$ cat config.mk
export PLATFORM = sky130hd
export DESIGN_NAME = poly_coef_reader
export DESIGN_NICKNAME = d
export VERILOG_FILES = /design/src/rtl/sntrup_pkg.sv /design/src/rtl/coef_skid_fifo.sv /design/src/rtl/poly_coef_reader.sv
export SDC_FILE = /design/constraint.sdc
export NUM_CORES = 1
export LEC_CHECK = 0
export CAP_MARGIN = 0
export CORE_MARGIN = 2
export CORE_UTILIZATION = 30
export DETAILED_ROUTE_END_ITERATION = 16
export HOLD_SLACK_MARGIN = 0.06
export PLACE_DENSITY = 0.57
export SLEW_MARGIN = 10
export SYNTH_ARGS = -nofsm -noshare
export SYNTH_HDL_FRONTEND = slang
export SYNTH_SLANG_ARGS = --single-unit
$ cat constraint.sdc
create_clock -name clk -period 1.8 [get_ports clk]
set_input_delay 0.36 -clock clk [delete_from_list [all_inputs] [get_ports clk]]
set_output_delay 0.36 -clock clk [all_outputs]
set_load 0.05 [all_outputs]
$ cat src/rtl/sntrup_pkg.sv
// Shared constants and FSM state encoding for the sntrup coefficient datapath.
package sntrup_pkg;

  localparam int unsigned Q      = 4591;
  localparam int unsigned P      = 761;
  localparam int unsigned COEF_W = 13;
  localparam int unsigned ADDR_W = 11;
  localparam int unsigned Q_HALF = 2295;

  typedef enum logic [1:0] {
    ST_IDLE  = 2'd0,
    ST_RUN   = 2'd1,
    ST_DRAIN = 2'd2
  } state_t;

endpackage

$ cat src/rtl/coef_skid_fifo.sv
// Two-entry registered FIFO; the head entry always sits in a register, never bypassed.
module coef_skid_fifo #(
  parameter int unsigned W = 14
) (
  input  logic         clk,
  input  logic         rst_n,
  input  logic         i_push,
  input  logic [W-1:0] i_data,
  input  logic         i_pop,
  output logic [W-1:0] o_data,
  output logic         o_full,
  output logic         o_empty
);

  logic [W-1:0] r_head;
  logic [W-1:0] r_tail;
  logic [1:0]   r_cnt;

  always_ff @(posedge clk or negedge rst_n) begin
    if (!rst_n) begin
      r_head <= '0;
      r_tail <= '0;
      r_cnt  <= 2'd0;
    end else begin
      case (r_cnt)
        2'd0: begin
          if (i_push) begin
            r_head <= i_data;
            r_cnt  <= 2'd1;
          end
        end
        2'd1: begin
          if (i_push && i_pop) begin
            r_head <= i_data;
          end else if (i_push) begin
            r_tail <= i_data;
            r_cnt  <= 2'd2;
          end else if (i_pop) begin
            r_cnt  <= 2'd0;
          end
        end
        default: begin
          // Full: a pop promotes the tail; a simultaneous push refills it.
          if (i_pop) begin
            r_head <= r_tail;
            if (i_push) r_tail <= i_data;
            else        r_cnt  <= 2'd1;
          end
        end
      endcase
    end
  end

  assign o_data  = r_head;
  assign o_full  = (r_cnt == 2'd2);
  assign o_empty = (r_cnt == 2'd0);

endmodule

$ cat src/rtl/poly_coef_reader.sv
// Streams a wrap-around range of coefficient RAM words as valid/ready beats,
// optionally mapping each value to its centred signed representative mod Q.
module poly_coef_reader #(
  parameter int unsigned COEF_W = 13,
  parameter int unsigned ADDR_W = 11,
  parameter int unsigned Q      = 4591
) (
  input  logic              clk,
  input  logic              rst_n,
  input  logic              start,
  input  logic [ADDR_W-1:0] base_addr,
  input  logic [ADDR_W-1:0] length,
  input  logic              center_en,
  output logic [ADDR_W-1:0] rd_addr,
  input  logic [COEF_W-1:0] rd_data,
  output logic              m_valid,
  input  logic              m_ready,
  output logic [COEF_W-1:0] m_data,
  output logic              m_last,
  output logic              busy,
  output logic              done,
  output logic              range_err
);

  import sntrup_pkg::*;

  localparam int unsigned QH = (Q - 1) / 2;

  state_t            r_state;
  logic [ADDR_W-1:0] r_ptr;
  logic [ADDR_W-1:0] r_rem;
  logic              r_center;
  logic              r_busy;
  logic              r_done;
  logic              r_err;

  logic              w_full;
  logic              w_empty;
  logic              w_valid;
  logic              w_pop;
  logic              w_push;
  logic              w_over;
  logic              w_last;
  logic [COEF_W-1:0] w_proc;
  logic [COEF_W:0]   w_head;

  assign w_valid = !w_empty;
  assign w_pop   = w_valid && m_ready;
  assign w_push  = (r_state == ST_RUN) && (!w_full || w_pop);
  assign w_last  = (r_rem == ADDR_W'(1));
  assign w_over  = (rd_data >= COEF_W'(Q));

  // Out-of-range values pass through untouched; upper half maps to v - Q.
  always_comb begin
    w_proc = rd_data;
    if (!w_over && r_center && (rd_data > COEF_W'(QH))) begin
      w_proc = rd_data - COEF_W'(Q);
    end
  end

  coef_skid_fifo #(
    .W(COEF_W + 1)
  ) u_fifo (
    .clk    (clk),
    .rst_n  (rst_n),
    .i_push (w_push),
    .i_data ({w_last, w_proc}),
    .i_pop  (w_pop),
    .o_data (w_head),
    .o_full (w_full),
    .o_empty(w_empty)
  );

  always_ff @(posedge clk or negedge rst_n) begin
    if (!rst_n) begin
      r_state  <= ST_IDLE;
      r_ptr    <= '0;
      r_rem    <= '0;
      r_center <= 1'b0;
      r_busy   <= 1'b0;
      r_done   <= 1'b0;
      r_err    <= 1'b0;
    end else begin
      r_done <= 1'b0;
      case (r_state)
        ST_IDLE: begin
          if (start) begin
            r_ptr    <= base_addr;
            r_rem    <= length;
            r_center <= center_en;
            r_err    <= 1'b0;
            r_busy   <= 1'b1;
            r_state  <= (length == '0) ? ST_DRAIN : ST_RUN;
          end
        end
        ST_RUN: begin
          if (w_push) begin
            r_ptr <= r_ptr + ADDR_W'(1);
            r_rem <= r_rem - ADDR_W'(1);
            if (w_over) r_err   <= 1'b1;
            if (w_last) r_state <= ST_DRAIN;
          end
        end
        ST_DRAIN: begin
          if (w_empty) begin
            r_done  <= 1'b1;
            r_busy  <= 1'b0;
            r_state <= ST_IDLE;
          end
        end
        default: r_state <= ST_IDLE;
      endcase
    end
  end

  assign rd_addr   = r_ptr;
  assign m_valid   = w_valid;
  assign m_data    = w_head[COEF_W-1:0];
  assign m_last    = w_head[COEF_W] && w_valid;
  assign busy      = r_busy;
  assign done      = r_done;
  assign range_err = r_err;

endmodule

---- Word level (Yosys, flattened, before mapping) ----
Index checks and enable logic that the tools add are counted.
storage, ports and cells
  register bits ........................... 58
  word-level logic and storage cells ...... 93
  output and inout bits ................... 29
  input bits .............................. 40
cells by class
  mux-type cells .......................... 37
  equality and inequality tests ........... 15
  bitwise operators ....................... 1
  order comparisons ....................... 2
  add/subtract/negate cells ............... 3
  reductions and logical operators ........ 25
operators by type and width
  operator                count
  $mux 14                 6
  $pmux 14 s2             2
  $mux 11                 4
  $pmux 11 s2             2
  $mux 2                  11
  $ge 13x13->1 const B    1
  $gt 13x12->1 const B    1
  $mux 13                 1
  $sub 13x13->13 const B  1
  $reduce_and 3->1        4
  $add 11x1->11 const B   1
  $eq 11x1->1 const B     1
  $logic_not 11->1        1
  $sub 11x1->11 const B   1
  $ne 2x2->1 const B      5
  $reduce_and 4->1        2
  $mux 1                  7
  $logic_and 1x1->1       6
  $ne 2x1->1 const B      3
  $pmux 2 s3              1
  $reduce_bool 2->1       3
  $reduce_and 5->1        1
  $eq 2x1->1 const B      2
  $eq 2x2->1 const B      2
  10 further kinds        14

---- Logic depth before layout (Yosys ltp) ----
  depth after elaboration ................. 8
  gate-level depth with buffers ........... 9

---- Cells and area by module ----
From an unflattened synthesis, not the netlist that was laid out.
unflattened totals
  cell total of the unflattened synthesis .. 406
  area, all modules ....................... 3757.4 um^2
by module, submodules not included
  module            times used  cells each  sequential area each (um^2)  area each (um^2)
  poly_coef_reader  1           250         700.7                        2028.2
  coef_skid_fifo    1           156         750.7                        1729.2

---- Least setup slack after synthesis ----
Ideal clock, no wire load.
  kind .................................... input to register
  start point ............................. input rd_data[0]
  end point ............................... register u_fifo.r_tail[3]
  required time ........................... 1.667 ns
  buffers on the path ..................... 0
  arrival ................................. 1.891 ns
  path slack .............................. -0.223 ns
  cell stages on the path ................. 7
  cells stage by stage .................... ha_1 -> or4bb_1 -> o41ai_2 -> a311oi_4 -> nand4_1 -> xor2_1 -> a21oi_1
between the ends
  cells in the longest elaborated chain, start to end .. 8
  elaborated cells on any way between the ends .. 11
  those cells by class .................... add/sub (1); order compare (2); mux (5); reduce/logical (3)
RTL lines
  what                               RTL line                                    text
  start, declared                    poly_coef_reader.sv:15                      input logic [COEF_W-1:0] rd_data,
  $ge 13x13->1                       poly_coef_reader.sv:51                      assign w_over = (rd_data >= COEF_W'(Q));
  $logic_not 1->1                    poly_coef_reader.sv:56                      if (!w_over && r_center && (rd_data > COEF_W'(QH))) begin
  $logic_and 1x1->1 (2 in a row)     poly_coef_reader.sv:56
  $mux 13 *                          poly_coef_reader.sv:56
  $mux 14 *                          coef_skid_fifo.sv:35, coef_skid_fifo.sv:46
  $mux 14, on equally long branches  coef_skid_fifo.sv:44, coef_skid_fifo.sv:33
  $pmux 14 s2 *                      coef_skid_fifo.sv:25                        case (r_cnt)
  end signal, assigned               coef_skid_fifo.sv:36                        r_tail <= i_data;
  end signal, assigned               coef_skid_fifo.sv:46                        if (i_push) r_tail <= i_data;
  end, declared                      coef_skid_fifo.sv:16                        logic [W-1:0] r_tail;
Mark *: on every way between the ends. The rest lies on a longest branch, timed or not. The select of a mux whose other input is x is not followed.
A chain may end at the register's enable or synchronous reset.

---- Worst setup path after layout ----
  start point ............................. input rd_data[1]
  end point ............................... register u_fifo.r_head[8], in the netlist u_fifo.o_data[8]
between the ends
  cells in the longest elaborated chain, start to end .. 7
  elaborated cells on any way between the ends .. 10
  those cells by class .................... add/sub (1); order compare (2); mux (4); reduce/logical (3)
RTL lines
  what                               RTL line                                    text
  $ge 13x13->1                       poly_coef_reader.sv:51
  $logic_not 1->1                    poly_coef_reader.sv:56
  $logic_and 1x1->1 (2 in a row)     poly_coef_reader.sv:56
  $mux 13 *                          poly_coef_reader.sv:56
  $mux 14, on equally long branches  coef_skid_fifo.sv:33, coef_skid_fifo.sv:27
  $pmux 14 s2 *                      coef_skid_fifo.sv:25
  end signal, assigned               coef_skid_fifo.sv:28                        r_head <= i_data;
  end signal, assigned               coef_skid_fifo.sv:34                        r_head <= i_data;
  end signal, assigned               coef_skid_fifo.sv:45                        r_head <= r_tail;
  end, declared                      coef_skid_fifo.sv:15                        logic [W-1:0] r_head;
Marks and branches as above.

==> impl.org <==
** Floorplan
- The floorplan step set the die width to 109 um.
- Die area :: 11800 um^2
- Row generation in the floorplan step produced 38 rows.
- Die Span Y :: 109 um
- 69 I/O pins were placed.
- In this run the standard cell core region covers 10700 um^2.
- For this configuration, the core starts out at a cell density of 30.6%.

** Route
- Number of DRC markers in iteration 0 :: 174
- Total DRC errors in the routed layout :: 0
- Total number of vias :: 3286
- Dividing the detail-routed wire length by the instance count gives 14.8 um.
- Remaining number of nets flagged by the antenna check after routing :: 0
- Via density per instance :: 5.08
- Number of iterations in the first detailed-routing pass :: 4
- Wire length reported by the detailed router :: 9.55 mm

** STA
- In the finished design, the share of the clock period the worst path needs comes to 99.7%.
- Hold Worst Slack :: 0.420 ns
- Fin. Hold Viols :: 0
- Setup repair after global routing missed its margin :: true
- At the pin with the least slew margin, the transition time is 0.490 ns.
- Setup skew after layout :: 0.0143 ns
- The final count of pins violating max slew is 0.
- Measured against its own limit, the worst slew margin works out to 67.4%.
- Final setup violation count :: 0
- The routed design could run at a clock period as short as 1.79 ns.
- Fmax :: 557 MHz

** Synth
- Synthesized net count :: 435
- The largest total area in the synthesized netlist belongs to dfrtp_1.
- Synthesis instantiated 50 different standard cells from the library.
- The top cell type by area accounts for 44.2% of the synthesized area.
- For this run, the leading register cell type out of synthesis is dfrtp_1.
- In the synthesized netlist, the number of instances is 391.
- Summing the sequential cell areas from Yosys gives 44.2% of the chip area.
- Post-synth EDFFs :: 0
- Syn_area_per_cell :: 8.40 um^2
- For this run, the number of Yosys warnings is 0.
- Register bit total from synthesis :: 58
- Summing every instance area after synthesis gives 3280 um^2.
- Proportion of register bits with asynchronous set or reset after synthesis :: 100%
- Synth area leaders :: dfrtp_1 44%, a21oi_1 9.1%, o21ai_0 4.6%, nor2_1 4.5%, nand2_1 3.7%

** Finish
- Antenna cell count :: 0
- Layout overhead on the synthesized area :: 45.7%
- For this run, the post-layout net count is 546.
- Of the cells placed in the final design, the portion with a size suffix greater than 1 is 29.2%.
- Non-filler cells, final :: 647

** Place
- After detailed placement, the design holds a cell count of 623.
- HPWL reported at the end of detailed placement :: 6.79 mm
- Port buffering added 68 buffers.
- Routability-driven placement finished with a final weighted congestion of 0.876.

** Clock tree
- The tree is rooted in a clkbuf_8.
- Insertion delay to the later sink of the worst-skew pair :: 0.34 ns
- TritonCTS built the clock tree.
- Clock-pin slew was measured on the worst setup and hold paths at 0.07 ns.
- Sinks on Clock Net :: 58
- H-tree levels :: 3
- Number of buffers created by CTS :: 9
- Max Root-Sink Buffers :: 2

** Worst setup path
- Worst path slowest cell :: a311oi_4
- STA classifies the critical path startpoint as an input pin.
- Data on the critical path arrives at its endpoint at 2.05 ns.
- Delay-heaviest family, CP :: compound AO/OA/AOI/OAI gates
- Critical path peak fanout :: 5
- Required time at the endpoint of the critical path :: 2.06 ns
- Nature of the critical path endpoint :: flip-flop
- Delay of the slowest cell on the worst path :: 0.48 ns
- Traced cell by cell, the critical path runs through buf_8 -> ha_4 -> or4bb_4 -> o41ai_4 -> buf_4 -> a311oi_4 -> nand2_1 -> xor2_2 -> o21ai_1.
- WS Path Type :: in -> reg
- Together, buffers and inverters on the worst path number 2.

** Flow run
- Max cap viols :: 0

** Outcome
- The flow ran to the end, and the final reports show no timing, DRC or antenna violations.

** Global routing
- Overall global routing resource usage :: 17.1%
- Number of global-route vias before repair :: 3231
- Global routing finished with a remaining overflow of 0.
- Pin count of the biggest net entering global routing :: 37
- Wire length of the first global-routing pass :: 15.7 mm
- The initial antenna violation count was 0.

** Power
- Leakage power summed over all cells :: 2.10 nW
- Max rail drop VDD :: 0.894 mV
- Power density over the cells :: 1770 nW/um^2
- PnR Total Power :: 8.47 mW

** Min path
- The min-delay analysis places its worst path in the category in -> reg.
[per-stage QoR]
step                      util, %  instance area [um^2]  setup TNS [ns]  worst slack [ns]
after floorplan                 -                  3330           -2.16            -0.126
after global placement       41.3                  4440          -21.39            -0.855
after detailed placement     41.3                  4440          -22.27            -0.869
after CTS                    44.3                  4760          -0.437           -0.0608
after global routing         44.5                  4780          -0.370           -0.0873
final                        44.5                  4780               0           0.00588
[cell usage after synthesis, types with 2 or more instances]
cell / number
a31oi_1: 5
or3_1: 2
mux2i_1: 2
nand3_1: 17
inv_1: 11
nor4_1: 3
nand4b_1: 2
o21ai_1: 7
o211ai_1: 2
a22oi_1: 5
xor2_1: 10
clkbuf_1: 21
buf_4: 13
o22a_1: 2
and3_1: 18
o21ai_0: 30
dfrtp_1: 58
nor3_1: 10
o22ai_1: 6
nand2_1: 32
ha_1: 4
nor2_1: 39
a21oi_1: 60
nand2b_1: 4
nand4_1: 2
o21bai_1: 2
[flip-flops by register name (all words and copies together) (netlist names), 2 cells and up]
| register | cells |
|---|---|
| u_fifo.o_data | 14 |
| u_fifo.r_tail | 14 |
| r_state | 2 |
| rd_addr | 11 |
| u_fifo.r_cnt | 2 |
| r_rem | 11 |
[power breakdown]
group          internal, mW  leakage (nW)  switching [mW]
sequential             1.93         0.683           0.495
combinational          1.86          1.31            2.95
clock                 0.715         0.101           0.511
[placed cells by master, fill, tap and decap left out, types with 2 or more instances in the layout]
cell type        instances
o22a_1                   2
nand3_2                  2
and3_1                  18
buf_2                    2
nor2_2                   4
dfrtp_1                 58
clkbuf_2                 8
o21ai_1                 12
nand2b_1                 4
o211ai_1                 2
ha_1                     3
o22ai_1                  6
clkbuf_1                 3
a22oi_1                  5
a31oi_1                  5
buf_12                   5
nand4b_1                 2
inv_1                   11
a311oi_4                 2
nor2_1                  35
buf_4                   88
o21ai_0                 25
a21oi_1                 59
clkbuf_8                11
nor3_1                   9
nand2_1                 30
nand3_1                 14
nor4_1                   3
xor2_2                   2
buf_6                    4
xor2_1                   8
buf_8                    2
nand4_1                  2
o21bai_1                 2
clkdlybuf4s50_1         25
nand2_2                  2
[path summary, 6_finish.rpt]
kind,depth (start not counted),startpoint,end,slack (ns)
worst max-delay path,9,rd_data[1],u_fifo.o_data[8]$_DFFE_PN0P_,0.006
worst min-delay path,3,rd_data[8],u_fifo.r_tail[8]$_DFFE_PN0P_,0.42
worst max register to register,6,r_center$_DFFE_PN0P_,u_fifo.o_data[8]$_DFFE_PN0P_,0.03
worst min register to register,2,u_fifo.o_data[7]$_DFFE_PN0P_,u_fifo.o_data[7]$_DFFE_PN0P_,0.50
max in group asynchronous,3,rst_n,range_err$_DFFE_PN0P_,0.86
min in group asynchronous,3,rst_n,r_rem[0]$_DFFE_PN0P_,0.57
[worst reg2reg max path: cells and delay by family, from the launching register on]
kind	cells	cell delay (ns)
compound gates	3	0.74
xor+xnor	1	0.19
buf+inv	1	0.17
flops	1	0.42
simple gates	1	0.19
[routing by layer]
layer  track usage (%)  part of all wire [%]
met5                 0                     0
met4              5.22                   1.3
met3              3.95                   5.0
met2              28.6                    48
met1              21.9                    45
[repair_timing]
action,4_1_cts,5_1_grt
endpoints found under the hold margin,24,0
pin swaps,26,18
hold buffers,1,0
setup buffers,7,2
gates resized for setup,47,32
cloned,1,0
endpoints found under the setup margin,28,29
[final cells by class]
| class | instances | area, um^2 |
|---|---|---|
| inverter | 11 | 41.3 |
| clock buffer | 14 | 163 |
| tap | 140 | 175 |
| multi-input combinational | 287 | 1770 |
| timing repair buffer | 135 | 1150 |
| sequential | 58 | 1450 |
| fill | 1084 | 5960 |
| clock inverter | 2 | 35.0 |
[logic make-up after synthesis]
group / count (synthesis) / share of synthesized area (%)
AO/OA/AOI/OAI: 132 / 23.6
XOR/XNOR: 11 / 2.93
adder cells (fa/ha/maj): 4 / 1.52
buffers and inverters: 47 / 6.90
flip-flops: 58 / 44.2
multiplexers: 3 / 0.953
AND/OR/NAND/NOR: 136 / 19.9
No activity file was read; power rests on OpenSTA's default activity.
